--- src/rtl/debug_watch_unit_pkg.sv ---
// Shared constants and types for the debug breakpoint/watchpoint unit.
// Holds config field codes, control bit positions, index widths and the
// watch-channel control word layout.
package debug_watch_unit_pkg;

    localparam int unsigned IDX_W    = 4;
    localparam int unsigned HIT_ID_W = 4;
    localparam int unsigned FIELD_W  = 2;

    // Config field codes (breakpoint / watch meaning share encodings)
    localparam logic [FIELD_W-1:0] FLD_ADDR  = 2'd0;
    localparam logic [FIELD_W-1:0] FLD_START = 2'd0;
    localparam logic [FIELD_W-1:0] FLD_PASS  = 2'd1;
    localparam logic [FIELD_W-1:0] FLD_END   = 2'd1;
    localparam logic [FIELD_W-1:0] FLD_CTL   = 2'd2;

    // Control bit positions
    localparam int unsigned CTL_EN = 0;
    localparam int unsigned CTL_W  = 3;

    // Watch control word: bit0 enable, bit1 match RD, bit2 match WR
    typedef struct packed {
        logic wr;
        logic rd;
        logic en;
    } watch_ctl_t;

endpackage

--- src/rtl/debug_bkp_channel.sv ---
// One instruction-address breakpoint channel: address compare, enable and
// pass counter. hit_c is combinational for the current FETCH cycle.
// Ports: clk, rst_n, fetch, addr (CPU bus), cfg_sel (write targets this
// channel), cfg_field, cfg_data, hit_c (match with exhausted pass counter).
module debug_bkp_channel
    import debug_watch_unit_pkg::*;
#(
    parameter int unsigned ADDR_W = 16,
    parameter int unsigned CNT_W  = 8
) (
    input  logic                clk,
    input  logic                rst_n,
    input  logic                fetch,
    input  logic [ADDR_W-1:0]   addr,
    input  logic                cfg_sel,
    input  logic [FIELD_W-1:0]  cfg_field,
    input  logic [ADDR_W-1:0]   cfg_data,
    output logic                hit_c
);

    logic [ADDR_W-1:0] bkp_addr;
    logic [CNT_W-1:0]  pass_reload;
    logic [CNT_W-1:0]  pass_cnt;
    logic              enable;
    logic              match_c;

    assign match_c = fetch && enable && (addr == bkp_addr);
    assign hit_c   = match_c && (pass_cnt == '0);

    // Config registers and pass counter; a reload write overrides a decrement
    always_ff @(posedge clk or negedge rst_n) begin
        if (!rst_n) begin
            bkp_addr    <= '0;
            pass_reload <= '0;
            pass_cnt    <= '0;
            enable      <= 1'b0;
        end else begin
            if (cfg_sel && cfg_field == FLD_ADDR) bkp_addr <= cfg_data;
            if (cfg_sel && cfg_field == FLD_PASS) pass_reload <= cfg_data[CNT_W-1:0];
            if (cfg_sel && cfg_field == FLD_CTL)  enable <= cfg_data[CTL_EN];

            if (cfg_sel && cfg_field == FLD_PASS) begin
                pass_cnt <= cfg_data[CNT_W-1:0];
            end else if (cfg_sel && cfg_field == FLD_CTL) begin
                pass_cnt <= pass_reload;
            end else if (match_c && pass_cnt != '0) begin
                pass_cnt <= pass_cnt - CNT_W'(1);
            end
        end
    end

endmodule

--- src/rtl/debug_watch_unit.sv ---
// Breakpoint/watchpoint unit beside the CPU phase sequencer. N_BKP fetch
// breakpoints with pass counters, N_WATCH data-address ranges with RD/WR
// qualification, sticky halt request with first-hit channel id.
// Ports: CLK, RESET_N, phase strobes FETCH/DECODE/EXECUTE/COMMIT, RD, WR,
// ADDR, config port CFG_WE/CFG_IDX/CFG_FIELD/CFG_DATA, DEBUG_ACK; outputs
// DEBUG_AT_BKP, DEBUG_IN_WATCH, DEBUG_HALT_REQ, DEBUG_HIT_ID.
module debug_watch_unit
    import debug_watch_unit_pkg::*;
#(
    parameter int unsigned ADDR_W  = 16,
    parameter int unsigned N_BKP   = 4,
    parameter int unsigned N_WATCH = 2,
    parameter int unsigned CNT_W   = 8
) (
    input  logic                 CLK,
    input  logic                 RESET_N,
    input  logic                 FETCH,
    input  logic                 DECODE,
    input  logic                 EXECUTE,
    input  logic                 COMMIT,
    input  logic                 RD,
    input  logic                 WR,
    input  logic [ADDR_W-1:0]    ADDR,
    input  logic                 CFG_WE,
    input  logic [IDX_W-1:0]     CFG_IDX,
    input  logic [FIELD_W-1:0]   CFG_FIELD,
    input  logic [ADDR_W-1:0]    CFG_DATA,
    input  logic                 DEBUG_ACK,
    output logic                 DEBUG_AT_BKP,
    output logic                 DEBUG_IN_WATCH,
    output logic                 DEBUG_HALT_REQ,
    output logic [HIT_ID_W-1:0]  DEBUG_HIT_ID
);

    localparam int unsigned N_TOT = N_BKP + N_WATCH;

    logic [N_BKP-1:0]    bkp_hit_c;
    logic [N_WATCH-1:0]  watch_hit_c;
    logic [N_TOT-1:0]    hit_vec_c;
    logic [HIT_ID_W-1:0] first_id_c;

    logic [ADDR_W-1:0] w_start [N_WATCH];
    logic [ADDR_W-1:0] w_end   [N_WATCH];
    watch_ctl_t        w_ctl   [N_WATCH];

    // DECODE carries no information beyond the other one-hot strobes
    logic unused_decode;
    assign unused_decode = DECODE;

    // Breakpoint channels
    for (genvar g = 0; g < int'(N_BKP); g++) begin : g_bkp
        debug_bkp_channel #(
            .ADDR_W (ADDR_W),
            .CNT_W  (CNT_W)
        ) u_chan (
            .clk       (CLK),
            .rst_n     (RESET_N),
            .fetch     (FETCH),
            .addr      (ADDR),
            .cfg_sel   (CFG_WE && (32'(CFG_IDX) == 32'(g))),
            .cfg_field (CFG_FIELD),
            .cfg_data  (CFG_DATA),
            .hit_c     (bkp_hit_c[g])
        );
    end

    // Watch range config registers
    always_ff @(posedge CLK or negedge RESET_N) begin
        if (!RESET_N) begin
            for (int unsigned j = 0; j < N_WATCH; j++) begin
                w_start[j] <= '0;
                w_end[j]   <= '0;
                w_ctl[j]   <= '0;
            end
        end else begin
            for (int unsigned j = 0; j < N_WATCH; j++) begin
                if (CFG_WE && (32'(CFG_IDX) == N_BKP + j)) begin
                    case (CFG_FIELD)
                        FLD_START: w_start[j] <= CFG_DATA;
                        FLD_END:   w_end[j]   <= CFG_DATA;
                        FLD_CTL:   w_ctl[j]   <= watch_ctl_t'(CFG_DATA[CTL_W-1:0]);
                        default:   ;
                    endcase
                end
            end
        end
    end

    // Watch comparators; start > end can never satisfy both bounds
    always_comb begin
        watch_hit_c = '0;
        for (int unsigned j = 0; j < N_WATCH; j++) begin
            watch_hit_c[j] = EXECUTE && w_ctl[j].en
                          && ((RD && w_ctl[j].rd) || (WR && w_ctl[j].wr))
                          && (ADDR >= w_start[j]) && (ADDR <= w_end[j]);
        end
    end

    assign hit_vec_c = {watch_hit_c, bkp_hit_c};

    // Lowest index wins; breakpoints occupy the low indices
    always_comb begin
        first_id_c = '0;
        for (int i = int'(N_TOT) - 1; i >= 0; i--) begin
            if (hit_vec_c[i]) first_id_c = HIT_ID_W'(i);
        end
    end

    // Hit flags and sticky halt status; a new hit outranks a same-edge ACK
    always_ff @(posedge CLK or negedge RESET_N) begin
        if (!RESET_N) begin
            DEBUG_AT_BKP   <= 1'b0;
            DEBUG_IN_WATCH <= 1'b0;
            DEBUG_HALT_REQ <= 1'b0;
            DEBUG_HIT_ID   <= '0;
        end else begin
            if (|bkp_hit_c)   DEBUG_AT_BKP <= 1'b1;
            else if (COMMIT)  DEBUG_AT_BKP <= 1'b0;

            if (|watch_hit_c) DEBUG_IN_WATCH <= 1'b1;
            else if (COMMIT)  DEBUG_IN_WATCH <= 1'b0;

            if ((|hit_vec_c) && (!DEBUG_HALT_REQ || DEBUG_ACK)) begin
                DEBUG_HALT_REQ <= 1'b1;
                DEBUG_HIT_ID   <= first_id_c;
            end else if (DEBUG_ACK) begin
                DEBUG_HALT_REQ <= 1'b0;
                DEBUG_HIT_ID   <= '0;
            end
        end
    end

endmodule
--- config.mk ---
export PLATFORM = sky130hd
export DESIGN_NAME = debug_watch_unit
export DESIGN_NICKNAME = d
export VERILOG_FILES = /design/src/rtl/debug_watch_unit_pkg.sv /design/src/rtl/debug_bkp_channel.sv /design/src/rtl/debug_watch_unit.sv
export SDC_FILE = /design/constraint.sdc
export NUM_CORES = 1
export LEC_CHECK = 0
export CAP_MARGIN = 5
export CORE_UTILIZATION = 52
export CTS_BUF_LIST = sky130_fd_sc_hd__clkbuf_4 sky130_fd_sc_hd__clkbuf_8
export DETAILED_ROUTE_END_ITERATION = 16
export PLACE_DENSITY = 0.83
export SLEW_MARGIN = 10
export SYNTH_ARGS = -nofsm -noshare
export SYNTH_HDL_FRONTEND = slang
export SYNTH_SLANG_ARGS = --single-unit
export TNS_END_PERCENT = 50
--- constraint.sdc ---
create_clock -name CLK -period 2.2 [get_ports CLK]
set_input_delay 0.33 -clock CLK [delete_from_list [all_inputs] [get_ports CLK]]
set_output_delay 0.33 -clock CLK [all_outputs]
set_load 0.03 [all_outputs]
## Word-level counts from Yosys, hierarchy flattened

Cells that the tools add are included.

| operators by class | value |
|---|---|
| reductions and logical operators | 77 |
| multiplexer cells | 25 |
| eq/ne operators | 11 |
| order comparisons | 4 |
| add/subtract/negate cells | 4 |

Operators with widths:

| cell | number |
|---|---|
| $mux 8 | 12 |
| $eq 16x16->1 | 4 |
| $logic_and 1x1->1 | 47 |
| $ge 16x16->1 | 2 |
| $le 16x16->1 | 2 |
| $logic_not 8->1 | 4 |
| $reduce_bool 8->1 | 4 |
| $sub 8x1->8 const B | 4 |
| $mux 4 | 7 |
| $reduce_and 2->1 | 6 |
| $reduce_bool 3->1 | 4 |
| $eq 4x2->1 const B | 2 |
| $eq 4x3->1 const B | 2 |
| $reduce_bool 2->1 | 3 |
| $reduce_or 6->1 | 1 |
| $mux 1 | 5 |
| $eq 4x1->1 const B | 1 |
| $logic_not 4->1 | 1 |
| $reduce_or 4->1 | 1 |
| $logic_or 1x1->1 | 3 |
| $mux 3 | 1 |
| $eq 2x1->1 const B | 1 |
| $eq 2x2->1 const B | 1 |
| $logic_not 2->1 | 1 |
| other kinds (2) | 2 |

| storage, ports and cells | value |
|---|---|
| register bits after elaboration | 209 |
| output and inout bits | 7 |
| logic and storage cells | 151 |
| bits of input ports | 48 |

## Depth between registers and ports, before layout

Gate-level depths: netlist (run 1).

| depth | value |
|---|---|
| word-level depth | 12 |
| mapped depth | 11 |
| depth with buffers taken out | 10 |

## By module

A second synthesis (run 1) with hierarchy kept.

| unflattened totals | value |
|---|---|
| cells, all modules | 1137 |
| area total of the unflattened synthesis | 11654.9 um2 |

By module, submodules not included:

| module | cells an instance | area an instance (um2) | instances | seq. area each (um2) |
|---|---|---|---|---|
| debug_bkp_channel | 171 | 1794.2 | 4 | 825.8 |
| debug_watch_unit | 453 | 4478.0 | 1 | 1901.8 |

## Worst setup path before layout (run 1)

Ideal clock, no wire load.

| timing path | value |
|---|---|
| path kind | input to register |
| from | in ADDR[0] |
| to | reg DEBUG_HIT_ID[0] |
| stages on the path | 11 |
| slack | 0.017 ns |
| data arrival time | 2.082 ns |
| library setup time | 0.101 ns |
| required time | 2.099 ns |
| path buffers | 1 |
| cell sequence | buf_4 > inv_1 > ha_1 > and3_1 > o21ai_0 > a311o_1 > a211oi_1 > o32ai_1 > o21ai_0 > a21oi_1 > o32ai_1 |

| on the way | value |
|---|---|
| word-level cells in the longest chain between the ends | 10 |
| elaborated cells between the ends (all ways) | 30 |
| classes of those cells | 4 x order compare; 4 x eq/ne; 7 x mux; 15 x reduce/logical |

Ends and longest elaborated chain:

| item | RTL line | RTL |
|---|---|---|
| from (decl) | debug_watch_unit.sv:23 | `input logic [ADDR_W-1:0] ADDR,` |
| $ge 16x16->1 | debug_watch_unit.sv:95 | `&& (ADDR >= w_start[j]) && (ADDR <= w_end[j]);` |
| $logic_and 1x1->1 (2 in series) | debug_watch_unit.sv:95 |  |
| $mux 3 | debug_watch_unit.sv:105 | `if (hit_vec_c[i]) first_id_c = HIT_ID_W'(i);` |
| $mux 4 (5 in series) | debug_watch_unit.sv:105 |  |
| $mux 4 | debug_watch_unit.sv:123 | `if ((\|hit_vec_c) && (!DEBUG_HALT_REQ \|\| DEBUG_ACK)) begin` |
| to (signal assigned) | debug_watch_unit.sv:125 | `DEBUG_HIT_ID <= first_id_c;` |
| to (decl) | debug_watch_unit.sv:32 | `output logic [HIT_ID_W-1:0] DEBUG_HIT_ID` |

Several ways; a longest one is shown, not always the timed one.
A chain may end at the register's enable or synchronous reset.

## Final worst setup path (run 1)

| timing path | value |
|---|---|
| from | reg w_start[1] (netlist name) |
| to | reg DEBUG_HIT_ID[0] |

| on the way | value |
|---|---|
| word-level cells in the longest chain between the ends | 10 |
| elaborated cells between the ends (all ways) | 13 |
| classes of those cells | 1 x order compare; 7 x mux; 5 x reduce/logical |

Ends and longest elaborated chain:

| item | RTL line | RTL |
|---|---|---|
| from (decl) | debug_watch_unit.sv:42 | `logic [ADDR_W-1:0] w_start [N_WATCH];` |
| from (signal, indexed assignment) | debug_watch_unit.sv:71 | `w_start[j] <= '0;` |
| from (signal, indexed assignment) | debug_watch_unit.sv:79 | `FLD_START: w_start[j] <= CFG_DATA;` |
| $ge 16x16->1 * | debug_watch_unit.sv:95 |  |
| $logic_and 1x1->1 * (2 in series) | debug_watch_unit.sv:95 |  |
| $mux 3 | debug_watch_unit.sv:105 |  |
| $mux 4 (5 in series) | debug_watch_unit.sv:105 |  |
| $mux 4 | debug_watch_unit.sv:123 |  |

Mark *: on every way between the ends. The rest lies on a longest branch, timed or not.

==> results.txt, run 1 <==
- Run status: finished, violations left
- The final reports fail on setup timing.
* Die Span Y: 149 um
- The initial utilization of the core area, before any placement, comes to 53.4%.
- In the finished design, the share of the clock period the worst path needs comes to 108%.
* Final Hold Viols: 0
- Summing all flip-flop and latch instances after layout gives 5200 um^2.
* YS warnings: 0
- For this design, the sink count on the clock tree is 208.
- Clock-pin slew was measured on the worst setup and hold paths at 0.07 ns.
- First-iteration detailed-routing DRC count: 569
- Remaining DRCs: 0
* Number of antenna violations at the first check in global routing: 0
- Across the routed clock network, the largest skew measured is 0.0272 ns.
- STA classifies the critical path startpoint as a flip-flop.
* Number of global-route vias before repair: 9432
* Number of placed cells counting well taps: 1522
- The initialized floorplan defines 53 standard-cell rows.
* Deepest level of the CTS H-tree: 2
* RSZ-0062 raised after global routing: yes
- Post-detailed-route wirelength per cell: 19.8 um
* Pins Over Slew Limit: 0
* #FFs+latches synth: 208
* Max IR drop VDD: 443 uV
- # IOs: 55
* Static Leakage: 6.59 nW
- Bufs on Longest Clock Path: 3
* Clock latency reported for the late side of the worst-skew pair: 0.53 ns
* Predominant post-synthesis flop cell: dfrtp_1
- Library cell used as clock root buffer: clkbuf_8
- Avg Cell Area, Syn: 10.0 um^2
- The post-route netlist has 26.5% of its cells at a drive strength greater than 1.
- TritonCTS built the clock tree.
- Crit path time final: 2.38 ns
- Walking the worst path, the cells encountered are inv_2 > ha_4 > nor2b_4 > o211ai_1 > a311o_1 > a211oi_2 > o32ai_4 > o21ai_2 > a21oi_1 > o32ai_2.
- The routed layout has 9173 vias.
* Final critical-path setup slack: -0.184 ns
* Worst path max stage delay: 0.39 ns
* Required time at the endpoint of the critical path: 2.64 ns
* Number of cells produced by synthesis: 1124
- Final-report setup violation count: 7
- Counting the fill cells in the layout gives 1521.
- Class of the most critical setup path: flip-flop to flip-flop
- Power spread over the standard cell area amounts to 865 nW/um^2.
* Cell at the slowest stage of the critical path: a311o_1
* Overall overflow remaining after global route: 0
- Entering global routing, the biggest net connects 65 pins.
- After synthesis, the share of flip-flops with an asynchronous set or reset is 100%.
* Global-route wire length before repair: 49.2 mm
- Across the run, the number of max-cap violations was 0.
- Power comes to 12.1 mW.
- Inserted Clock Buffers: 36
* Arrival time reported for the critical path endpoint: 2.83 ns
- Number of nets in the finished design: 1405
- Gate family responsible for the most delay along the worst path: compound AO/OA/AOI/OAI gates
- Diode insertion count for antenna repair: 0
- Via density per instance: 5.80
- Counting both buffers and inverters, the worst setup path holds a total of 1.
* Multi-input logic area: 5910 um^2
* Total iterations of the first detailed-routing run: 5
- At the pin with the least slew margin, the transition time is 0.533 ns.
* Overall die width: 149 um
- Along the worst path, the maximum fanout reaches 2.
- Detailed Place HPWL: 21.3 mm
- Port buffer count: 52
- Global routing used 28.9% of the available tracks across all layers.
- Number of antenna-violating nets in the routed design: 0
- Endpoint type of the worst setup path: flip-flop
* Std-Cell Core Area: 21100 um^2
* Slew margin rel.: 64.5%
* Cell variety after synth: 58
- The floorplan step defined a die boundary enclosing 22200 um^2.
- Seq/Total Area, Yosys: 46.3%
- Synth Cell Area: 11300 um^2
- Synthesized net count: 1241
* Layout area overhead: 24.5%
- Summed over all layers, the routed wires come to 31.3 mm.
* Number of enable-type register cells in the synthesized netlist: 0
- RD Place Congestion: 0.897
- Timing would allow up to 0.419 GHz.
* Post-Layout Cell Count: 1582
- In this run the worst hold path is classified as input port to asynchronous set/reset pin.
==> final timing paths <==
| path | slack [ns] | startpoint | cells past startpoint | to |
|---|---|---|---|---|
| max | -0.18 | w_start[1] | 10 | DEBUG_HIT_ID[0] |
| min | 0.27 | RESET_N | 2 | g_bkp[2].u_chan.pass_reload[0] |
| max reg2reg | -0.18 | w_start[1] | 10 | DEBUG_HIT_ID[0] |
| min reg2reg | 0.47 | g_bkp[1].u_chan.pass_reload[4] | 2 | g_bkp[1].u_chan.pass_reload[4] |
| max in group asynchronous | 1.11 | RESET_N | 3 | g_bkp[2].u_chan.bkp_addr[13] |
| min in group CLK | 0.39 | COMMIT | 2 | DEBUG_IN_WATCH |
==> what timing repair did <==
item,in CTS,in global routing
pin swaps,24,22
setup buffers,0,2
endpoints found under the hold margin,25,0
hold buffers,1,0
endpoints found under the setup margin,21,26
gates resized for setup,43,39
==> cell usage after synthesis, types with 18 or more instances <==
cell / count / share of area (%)
a21oi_1: 37 / 1.6
dfrtp_1: 208 / 46
nand2_1: 188 / 6.3
xor2_1: 39 / 3.0
mux2_2: 112 / 11
clkbuf_1: 32 / 1.1
inv_1: 76 / 2.5
o211ai_1: 18 / 1.2
ha_1: 69 / 7.7
nor2_1: 50 / 1.7
xnor2_1: 46 / 3.6
o21ai_0: 79 / 3.5
==> final cells by class <==
cell class / count / share of cell area [%]
clock buffers: 50 / 4.60
well taps: 275 / 2.46
multi-input cells: 799 / 42.2
inverters: 76 / 2.04
repair buffers: 167 / 11.3
clock inverters: 7 / 0.250
flip-flops and latches: 208 / 37.2
==> layout by cell type (no fill, tap or decap), types with 18 or more instances in the layout <==
| cell type | count |
|---|---|
| o211ai_1 | 18 |
| dfrtp_1 | 208 |
| ha_1 | 63 |
| xnor2_1 | 46 |
| inv_1 | 73 |
| xor2_1 | 38 |
| nand2_1 | 188 |
| clkbuf_8 | 44 |
| clkdlybuf4s50_1 | 40 |
| a21oi_1 | 36 |
| buf_4 | 95 |
| o21ai_0 | 70 |
| nor2_1 | 42 |
| mux2_2 | 111 |
==> kinds of logic after synthesis <==
| logic type | after synthesis | synth area share, % |
|---|---|---|
| AND/OR/NAND/NOR | 352 | 14.3 |
| multiplexers | 113 | 11.3 |
| buffers and inverters | 117 | 4.10 |
| adder cells (fa/ha/maj) | 69 | 7.67 |
| other | 1 | 0.0333 |
| flip-flops | 208 | 46.3 |
| AO/OA/AOI/OAI | 179 | 9.72 |
| XOR/XNOR | 85 | 6.62 |
==> registers in the layout, indices dropped and copies added, names as in the netlist <==
signal,cells
g_bkp.u_chan.pass_cnt,32
w_end,32
DEBUG_AT_BKP,1
DEBUG_IN_WATCH,1
w_start,32
w_ctl,6
g_bkp.u_chan.enable,4
g_bkp.u_chan.bkp_addr,64
g_bkp.u_chan.pass_reload,32
DEBUG_HIT_ID,3
DEBUG_HALT_REQ,1
==> metal layers <==
layer / track usage (%) / vias to the layer above / wire, um
met2: 47.6 / 366 / 15000
met4: 13.5 / 0 / 1390
met3: 5.99 / 113 / 2230
met1: 36.5 / 4497 / 12700
li1: - / 4197 / -
met5: 0 / - / 0
==> report_power, final <==
part | internal (mW) | switching, mW
Clock | 1.87 | 1.57
Sequential | 4.51 | 0.511
Combinational | 1.78 | 1.87
Total | 8.17 | 3.95
==> metrics by stage <==
| stage | cell area (um^2) | setup WS, ns | hold slack [ns] | utilization, % | setup TNS (ns) |
|---|---|---|---|---|---|
| floorplan | 11300 | 0.0170 | 0.0344 | - | 0 |
| global placement | 13000 | -0.778 | 0.242 | 61.6 | -19.94 |
| detailed placement | 13000 | -0.773 | 0.247 | 61.6 | -24.88 |
| CTS | 13800 | -0.119 | 0.254 | 65.5 | -0.154 |
| global route | 14000 | -0.263 | 0.271 | 66.4 | -1.21 |
| finish | 14000 | -0.184 | 0.268 | 66.4 | -0.438 |
Power figures use the tool's default switching activity.
==> run 2: changes to the inputs <==
--- a/config.mk
+++ b/config.mk
@@ -8,10 +8,12 @@
 export CAP_MARGIN = 5
 export CORE_UTILIZATION = 52
 export CTS_BUF_LIST = sky130_fd_sc_hd__clkbuf_4 sky130_fd_sc_hd__clkbuf_8
+export CTS_CLUSTER_DIAMETER = 80
 export DETAILED_ROUTE_END_ITERATION = 16
 export PLACE_DENSITY = 0.83
 export SLEW_MARGIN = 10
 export SYNTH_ARGS = -nofsm -noshare
 export SYNTH_HDL_FRONTEND = slang
+export SYNTH_HIERARCHICAL = 1
 export SYNTH_SLANG_ARGS = --single-unit
-export TNS_END_PERCENT = 50
+export TNS_END_PERCENT = 30
==> run 2 against run 1 <==
Effect of this change:
- the flow still finishes with violations (setup timing)
- synthesized area up 3.6%
- core utilization increased by 0.79 points
- largest cell class unchanged
- cell area rose by 5.0%
- critical endpoint is now DEBUG_HIT_ID[1]
- clock power increased by 10%
- first-iteration DRC count is 3.7% higher
==> results.txt, run 2 <==
- The clock transition at the register clock pins on the worst setup and hold paths after CTS came to 0.06 ns (was 0.07 ns).
* Largest register FFs: 64 (unchanged)
- Endpoint type of the worst setup path: flip-flop (unchanged)
* Die footprint: 23000 um^2 (was 22200 um^2)
* Number of antenna-violating nets in the routed design: 0 (unchanged)
- Total iterations of the first detailed-routing run: 6 (was 5)
* Final Power: 12.6 mW (was 12.1 mW)
* Number of enable-type register cells in the synthesized netlist: 0 (unchanged)
- Ranking of synthesized cells by instance count: dfrtp_1 (208), nand2_1 (156), mux2_2 (134) (was dfrtp_1 (208), nand2_1 (188), mux2_2 (112))
* Largest net degree at the start of global routing: 59 (was 65)
* Register containing the most flip-flops in the final layout: g_bkp.u_chan/bkp_addr (was g_bkp.u_chan.bkp_addr)
- The effective utilization at floorplan is 53.2% (was 53.4%).
- Most common library cell in the layout ignoring fill and taps: dfrtp_1 (unchanged)
* Final core utilization: 67.2% (was 66.4%)
- The CTS tree was yes (unchanged).
- The number of global-route vias before repair came to 9993 (was 9432).
- CTS Sinks: 208 (unchanged)
- The total CTS buffers was 37 (was 36).
- The HPWL after detailed placement came to 22.1 mm (was 21.3 mm).
- Bufs on Longest Clock Path: 3 (unchanged)
- Deepest level of the CTS H-tree: 2 (unchanged)
- Cell variety after synth: 55 (was 58)
* Path class of the lowest-slack min-delay path: input port to asynchronous set/reset pin (unchanged)
* Final-report setup violation count: 5 (was 7)
- Port buffer count: 52 (unchanged)
- The endpoint required time on the critical path came to 2.62 ns (was 2.64 ns).
- The clock skew was 0.0196 ns (was 0.0272 ns).
- The final number of hold-violating endpoints is 0 (unchanged).
- Overall die width: 152 um (was 149 um)
- Predominant post-synthesis flop cell: dfrtp_1 (unchanged)
- The summed negative setup slack over all endpoints is -1.04 ns (was -0.438 ns).
* Worst slack, placed: -0.934 ns (was -0.773 ns)
- Arrival time reported for the critical path endpoint: 3.01 ns (was 2.83 ns)
* Max Clk Rate: 0.387 GHz (was 0.419 GHz)
- Largest area contributor in the synthesized netlist: dfrtp_1 (unchanged)
- Fraction of registers with async set or reset after synthesis: 100% (unchanged)
- Total wirelength of the detailed-routed design: 32.5 mm (was 31.3 mm)
- The number of antenna violations at the first check in global routing was 0 (unchanged).
* Std-Cell Core Area: 21900 um^2 (was 21100 um^2)
- The number of cells produced by synthesis is 1137 (was 1124).
- RD Place Congestion: 0.895 (was 0.897)
* Number of nets in the finished design: 1463 (was 1405)
- The clock period minus worst slack was 2.58 ns (was 2.38 ns).
- The met3 track utilization from global routing was 5.09% (was 5.99%).
* Diode insertion count for antenna repair: 0 (unchanged)
* Count of standard-cell rows: 54 (was 53)
* Clock latency reported for the late side of the worst-skew pair: 0.55 ns (was 0.53 ns)
- Area share of the largest cell type after synthesis: 44.7% (was 46.3%)
* Most frequent cells in the layout: dfrtp_1 (208), nand2_1 (156), buf_4 (137) (was dfrtp_1 (208), nand2_1 (188), mux2_2 (111))
* Top-count cell post-synth: dfrtp_1 (unchanged)
* Overall overflow remaining after global route: 0 (unchanged)
- Slew margin rel.: 57.6% (was 64.5%)
* Pins Over Slew Limit: 0 (unchanged)
* Via density per instance: 5.87 (was 5.80)
* Ranking of synthesized cells by area: dfrtp_1 (45%), mux2_2 (13%), ha_1 (7.3%) (was dfrtp_1 (46%), mux2_2 (11%), ha_1 (7.7%))
* Avg Cell Area, Syn: 10.3 um^2 (was 10.0 um^2)
- Number of placed cells counting well taps: 1582 (was 1522)
- Met1 capacity usage during global routing: 36.7% (was 36.5%)
- The wire length of the first global-routing pass came to 51.2 mm (was 49.2 mm).
* Static Leakage: 7.08 nW (was 6.59 nW)
- The portion of the post-synthesis area used by sequential elements came to 44.7% (was 46.3%).
* Library cell used as clock root buffer: clkbuf_8 (unchanged)
- The cell area power density is 855 nW/um^2 (was 865 nW/um^2).
* First-iteration detailed-routing DRC count: 590 (was 569)
* Final critical-path setup slack: -0.382 ns (was -0.184 ns)
- All-layer global routing usage: 29.0% (was 28.9%)
- The number of violations of the max-capacitance limit came to 0 (unchanged).
- The synthesized flop and latch total came to 208 (unchanged).
- Remaining DRCs: 0 (unchanged)
- The worst-margin pin slew is 0.634 ns (was 0.533 ns).
- Max IR drop VDD: 587 uV (was 443 uV)
- YS warnings: 6 (was 0)
- Post-Layout Cell Count: 1652 (was 1582)
- The net count after synthesis is 1253 (was 1241).
* Die Span Y: 152 um (was 149 um)
- Routing usage on met2: 48.1% (was 47.6%)
- The busiest layer in global routing is met2 (unchanged).
- The via count came to 9693 (was 9173).
- RSZ-0062 raised after global routing: yes (unchanged)
* Share of final-layout standard cells stronger than drive strength 1: 29.7% (was 26.5%)
* Post-detailed-route wirelength per cell: 19.7 um (was 19.8 um)
- Run status: finished, violations left (unchanged).
- Layout area overhead: 26.2% (was 24.5%)
* CP Max Fanout: 6 (was 2)
- Failing checks: setup timing (unchanged)
* Post-route fraction of the period consumed by the critical path: 117% (was 108%)
* # IOs: 55 (unchanged)
* Synth Cell Area: 11700 um^2 (was 11300 um^2)
* Nature of the critical path startpoint: input port (was flip-flop)
- The kind of critical path was input port to flip-flop (was flip-flop to flip-flop).
## run 2: per-layer routing
| metal | part of all wire [%] | vias up |
|---|---|---|
| li1 | - | 4442 |
| met5 | 0 | - |
| met1 | 40 | 4759 |
| met4 | 4.5 | 0 |
| met2 | 49 | 369 |
| met3 | 6.2 | 123 |
## run 2: worst max-delay path, cell delays in order
cell and delay, ns:
clkdlybuf4s50_1 0.56, buf_4 0.25, ha_1 0.31, nand4_1 0.17
buf_4 0.19, nor2_1 0.15, o21ai_1 0.09, a221o_1 0.31
and2_4 0.18, a22o_1 0.22, a32o_1 0.23
## run 2: kinds of logic (layout without fill, tap and decap cells)
family          count (synthesis)  count (layout)  synth area share (%)
buf+inv                       119             354                  3.95
simple gates                  346             346                  15.0
compound gates                182             182                  10.1
fa+ha+maj                      68              68                  7.30
mux                           141             141                  13.6
flops                         208             208                  44.7
xor+xnor                       72              72                  5.41
other cells                     1               1                0.0322
## run 2: worst paths after layout
kind,start,to,slack (ns),cells past startpoint
setup / recovery,ADDR[14],DEBUG_HIT_ID[1],-0.38,11
hold / removal,RESET_N,g_bkp[2].u_chan/pass_reload[5],0.35,2
setup reg to reg,w_end[30],DEBUG_HIT_ID[1],-0.36,10
hold reg to reg,g_bkp[0].u_chan/pass_reload[1],g_bkp[0].u_chan/pass_reload[1],0.47,2
max in group asynchronous,RESET_N,g_bkp[1].u_chan/bkp_addr[4],1.18,3
min in group CLK,COMMIT,DEBUG_IN_WATCH,0.40,2
## run 2: final cells by class
class                           count  area [um^2]
Fill cell                        1626         7180
Multi-Input combinational cell    810         6200
Sequential cell                   208         5200
Timing Repair Buffer              205         1860
Clock buffer                       55          707
Tap cell                          280          350
Inverter                           85          319
Clock inverter                      9         72.6
## run 2: through the flow
step                hold slack (ns)  instance area [um^2]
finish                        0.348                 14700
global route                  0.391                 14700
CTS                           0.339                 14600
detailed placement            0.357                 13700
global placement              0.351                 13700
floorplan                    0.0344                 11700
## run 2: repair_timing
action,4_1_cts,5_1_grt
pin swaps,9,12
hold endpoints to repair,53,0
buffers inserted,3,3
hold buffers,1,0
setup endpoints to repair,14,37
resized for setup,13,34
## run 2: power breakdown
group | switching, mW | internal, mW | total (mW) | leakage, nW
logic | 1.85 | 1.84 | 3.69 | 3.99
clock network | 1.64 | 2.17 | 3.81 | 0.416
registers | 0.559 | 4.52 | 5.08 | 2.67
total | 4.05 | 8.54 | 12.6 | 7.08
==> run 3: changes to the inputs <==
--- a/config.mk
+++ b/config.mk
@@ -16,4 +16,4 @@
 export SYNTH_HDL_FRONTEND = slang
 export SYNTH_HIERARCHICAL = 1
 export SYNTH_SLANG_ARGS = --single-unit
-export TNS_END_PERCENT = 30
+export TNS_END_PERCENT = 10
==> run 3 against run 2 <==
Effect of this change:
- the flow still finishes with violations (setup timing)
- first-iteration DRC count grew 9.7%
- sequential power hardly changed
- cell count is the same
- highest routed layer unchanged
- power barely moved
- routed wire length fell by 0.12%
- core utilization hardly changed
- count of clock-buffer cells in the layout is the same
- clock skew about the same
- non-clock buffer count did not move
==> results.txt, run 3 (synthesized netlist as in run 2, its figures left out) <==
* CTS Sinks: 208 (unchanged)
* Number of global-route vias before repair: 9948 (was 9993)
* Pwr per Cell Area: 856 nW/um^2 (was 855 nW/um^2)
- Ordered cell list for the critical path: inv_2 > ha_1 > nand4_1 > nor2_1 > a221o_1 > a211o_1 > a221o_1 > and2_4 > a22o_1 > a32o_1 (was clkdlybuf4s50_1 > buf_4 > ha_1 > nand4_1 > buf_4 > nor2_1 > o21ai_1 > a221o_1 > and2_4 > a22o_1 > a32o_1)
* Largest register FFs: 64 (unchanged)
- The worst-case headroom to the max-slew limit is 59.8% (was 57.6%).
- Layout area overhead: 26.2% (about the same)
- Crit path time final: 2.57 ns (was 2.58 ns)
* Max IR drop VDD: 583 uV (was 587 uV)
- Count of standard-cell rows: 54 (unchanged)
- The via count is 9711 (was 9693).
- The data arrival time at the worst-slack endpoint was 2.99 ns (was 3.01 ns).
- The maximum fanout count along the critical path was 2 (was 6).
* Bufs on Longest Clock Path: 3 (unchanged)
* Die Span Y: 152 um (unchanged)
* Via density per instance: 5.88 (was 5.87)
- The busiest layer in global routing is met2 (unchanged).
* Post-route fraction of the period consumed by the critical path: 117% (about the same)
* Clock latency reported for the late side of the worst-skew pair: 0.55 ns (about the same)
- The number of antenna violations at the first check in global routing came to 0 (unchanged).
* Most common library cell in the layout ignoring fill and taps: dfrtp_1 (unchanged)
- The filler cell count was 1626 (unchanged).
- The cell with the largest stage delay on the worst path was dfrtp_1 (was clkdlybuf4s50_1).
* Final critical-path setup slack: -0.369 ns (was -0.382 ns)
- The width of the chip came to 152 um (unchanged).
- The number of input and output port buffers inserted is 52 (unchanged).
* Clock tree from TritonCTS: yes (unchanged)
* Diode insertion count for antenna repair: 0 (unchanged)
- Register containing the most flip-flops in the final layout: g_bkp.u_chan/bkp_addr (unchanged)
* Class of the most critical setup path: flip-flop to flip-flop (was input port to flip-flop)
- The post-route cell area came to 14700 um^2 (about the same).
* Number of placed cells counting well taps: 1582 (unchanged)
* Std-Cell Core Area: 21900 um^2 (unchanged)
* Worst path max stage delay: 0.38 ns (was 0.56 ns)
- The achievable frequency came to 0.389 GHz (was 0.387 GHz).
- The pin count of the biggest net entering global routing was 59 (unchanged).
- Pin slew with the least headroom to its limit: 0.600 ns (was 0.634 ns)
- The floorplan die area came to 23000 um^2 (unchanged).
* Inserted Clock Buffers: 37 (unchanged)
- The core occupancy in the finished layout came to 67.2% (about the same).
- # IOs: 55 (unchanged)
- The wire length of the first global-routing pass came to 51.1 mm (was 51.2 mm).
- The library cell used as clock root buffer is clkbuf_8 (unchanged).
- The met3 track utilization from global routing is 5.03% (was 5.09%).
* First-iteration detailed-routing DRC count: 647 (was 590)
- Nature of the critical path startpoint: flip-flop (was input port)
* Deepest level of the CTS H-tree: 2 (unchanged)
- The leakage component of the power came to 7.06 nW (was 7.08 nW).
- The clock skew was 0.0193 ns (was 0.0196 ns).
* Total iterations of the first detailed-routing run: 5 (was 6)
- Number of nets in the finished design: 1463 (unchanged)
- Pins Over Slew Limit: 0 (unchanged)
- Most frequent cells in the layout: dfrtp_1 (208), nand2_1 (156), buf_4 (139) (was dfrtp_1 (208), nand2_1 (156), buf_4 (137))
- Total placed instance area: 13700 um^2 (unchanged)
- The final number of hold-violating endpoints came to 0 (unchanged).
* All-layer global routing usage: 29.0% (about the same)
- The nature of the critical path endpoint is a flip-flop (unchanged).
- RSZ-0062 raised after global routing: yes (unchanged)
- The final antenna-violating net count is 0 (unchanged).
- Initial core utilization: 53.2% (unchanged)
- Failing checks: setup timing (unchanged).
* Routing usage on met2: 48.3% (was 48.1%)
- The number of remaining DRC errors is 0 (unchanged).
- The area taken by flip-flops and latches came to 5200 um^2 (unchanged).
- Run status: finished, violations left (unchanged)
* Met1 capacity usage during global routing: 36.8% (was 36.7%)
- The total setup violations reported at the end of the flow was 12 (was 5).
- The endpoint required time on the critical path came to 2.63 ns (was 2.62 ns).
- The routability-driven placement congestion ratio came to 0.895 (unchanged).
- Library cell appearing most often on the critical path: a221o_1 (was buf_4)
- Max-cap viol count: 0 (unchanged)
* Post-Layout Cell Count: 1652 (unchanged)
- The classification of the worst-slack hold path is input port to asynchronous set/reset pin (unchanged).
- The HPWL after detailed placement is 22.1 mm (unchanged).
- Clock Pin Slew Worst Setup and Hold Paths: 0.06 ns (about the same)
* Total wirelength of the detailed-routed design: 32.4 mm (was 32.5 mm)
* Post-detailed-route wirelength per cell: 19.6 um (was 19.7 um)
- The area used by multi-input combinational logic came to 6210 um^2 (was 6200 um^2).
* Share of final-layout standard cells stronger than drive strength 1: 29.7% (unchanged)
* Overall overflow remaining after global route: 0 (unchanged)
-- run 3: cell count changes in the layout (fill, tap and decap cells not counted), sizes merged --
cell           previous run  this run
clkdlybuf4s50            46        47
dlymetal6s2s              5         4
-- run 3: where the power goes --
group | leakage (nW) | total (mW) | internal, mW | switching (mW)
Clock | 0.416 | 3.82 | 2.17 | 1.64
Combinational | 3.97 | 3.70 | 1.84 | 1.85
Sequential | 2.67 | 5.08 | 4.52 | 0.558
-- run 3: layout make-up --
| type | instances | share of cell area (%) |
|---|---|---|
| multi-input cells | 810 | 42.2 |
| flip-flops and latches | 208 | 35.4 |
| repair buffers | 205 | 12.6 |
| clock buffers | 55 | 4.80 |
| well taps | 280 | 2.38 |
| inverters | 85 | 2.17 |
| clock inverters | 9 | 0.493 |
-- run 3: path summary, 6_finish.rpt --
check,cells after the start,to,slack [ns],startpoint
setup / recovery,10,DEBUG_HIT_ID[1],-0.37,w_end[28]
hold / removal,2,g_bkp[2].u_chan/pass_reload[5],0.33,RESET_N
setup reg to reg,10,DEBUG_HIT_ID[1],-0.37,w_end[28]
hold reg to reg,2,g_bkp[3].u_chan/pass_reload[7],0.47,g_bkp[3].u_chan/pass_reload[7]
max in group asynchronous,3,g_bkp[1].u_chan/bkp_addr[4],1.19,RESET_N
min in group CLK,2,DEBUG_IN_WATCH,0.40,COMMIT
-- run 3: per-stage QoR --
stage	setup slack, ns	hold WS (ns)	total power [mW]	setup TNS, ns
2_1_floorplan	-0.162	0.0344	7.29	-0.232
3_3_place_gp	-0.868	0.351	8.35	-26.52
3_5_place_dp	-0.934	0.357	8.59	-28.05
4_1_cts	-0.398	0.339	12.5	-1.11
5_1_grt	-0.410	0.392	13.3	-1.69
6_report	-0.369	0.328	12.6	-1.02
-- run 3: what timing repair did --
item | 4_1_cts | 5_1_grt
pin swaps | 8 | 8
buffers inserted | 2 | 3
gates resized for setup | 10 | 34
setup endpoints to repair | 14 | 37
cloned | 0 | 0
endpoints found under the hold margin | 53 | 0
hold buffers | 1 | 0
-- run 3: per-layer routing --
metal	share of wire (%)	routed length, um
met1	40	13000
met4	4.2	1360
met3	6.6	2160
met2	49	16000
met5	0	0
-- run 3: worst max-delay path: cells and delay by family (launching register included) --
family / cells / cell delay, ns
flip-flops: 1 / 0.38
adder cells (fa/ha/maj): 1 / 0.23
AO/OA/AOI/OAI: 5 / 1.38
buffers and inverters: 1 / 0.08
AND/OR/NAND/NOR: 3 / 0.37
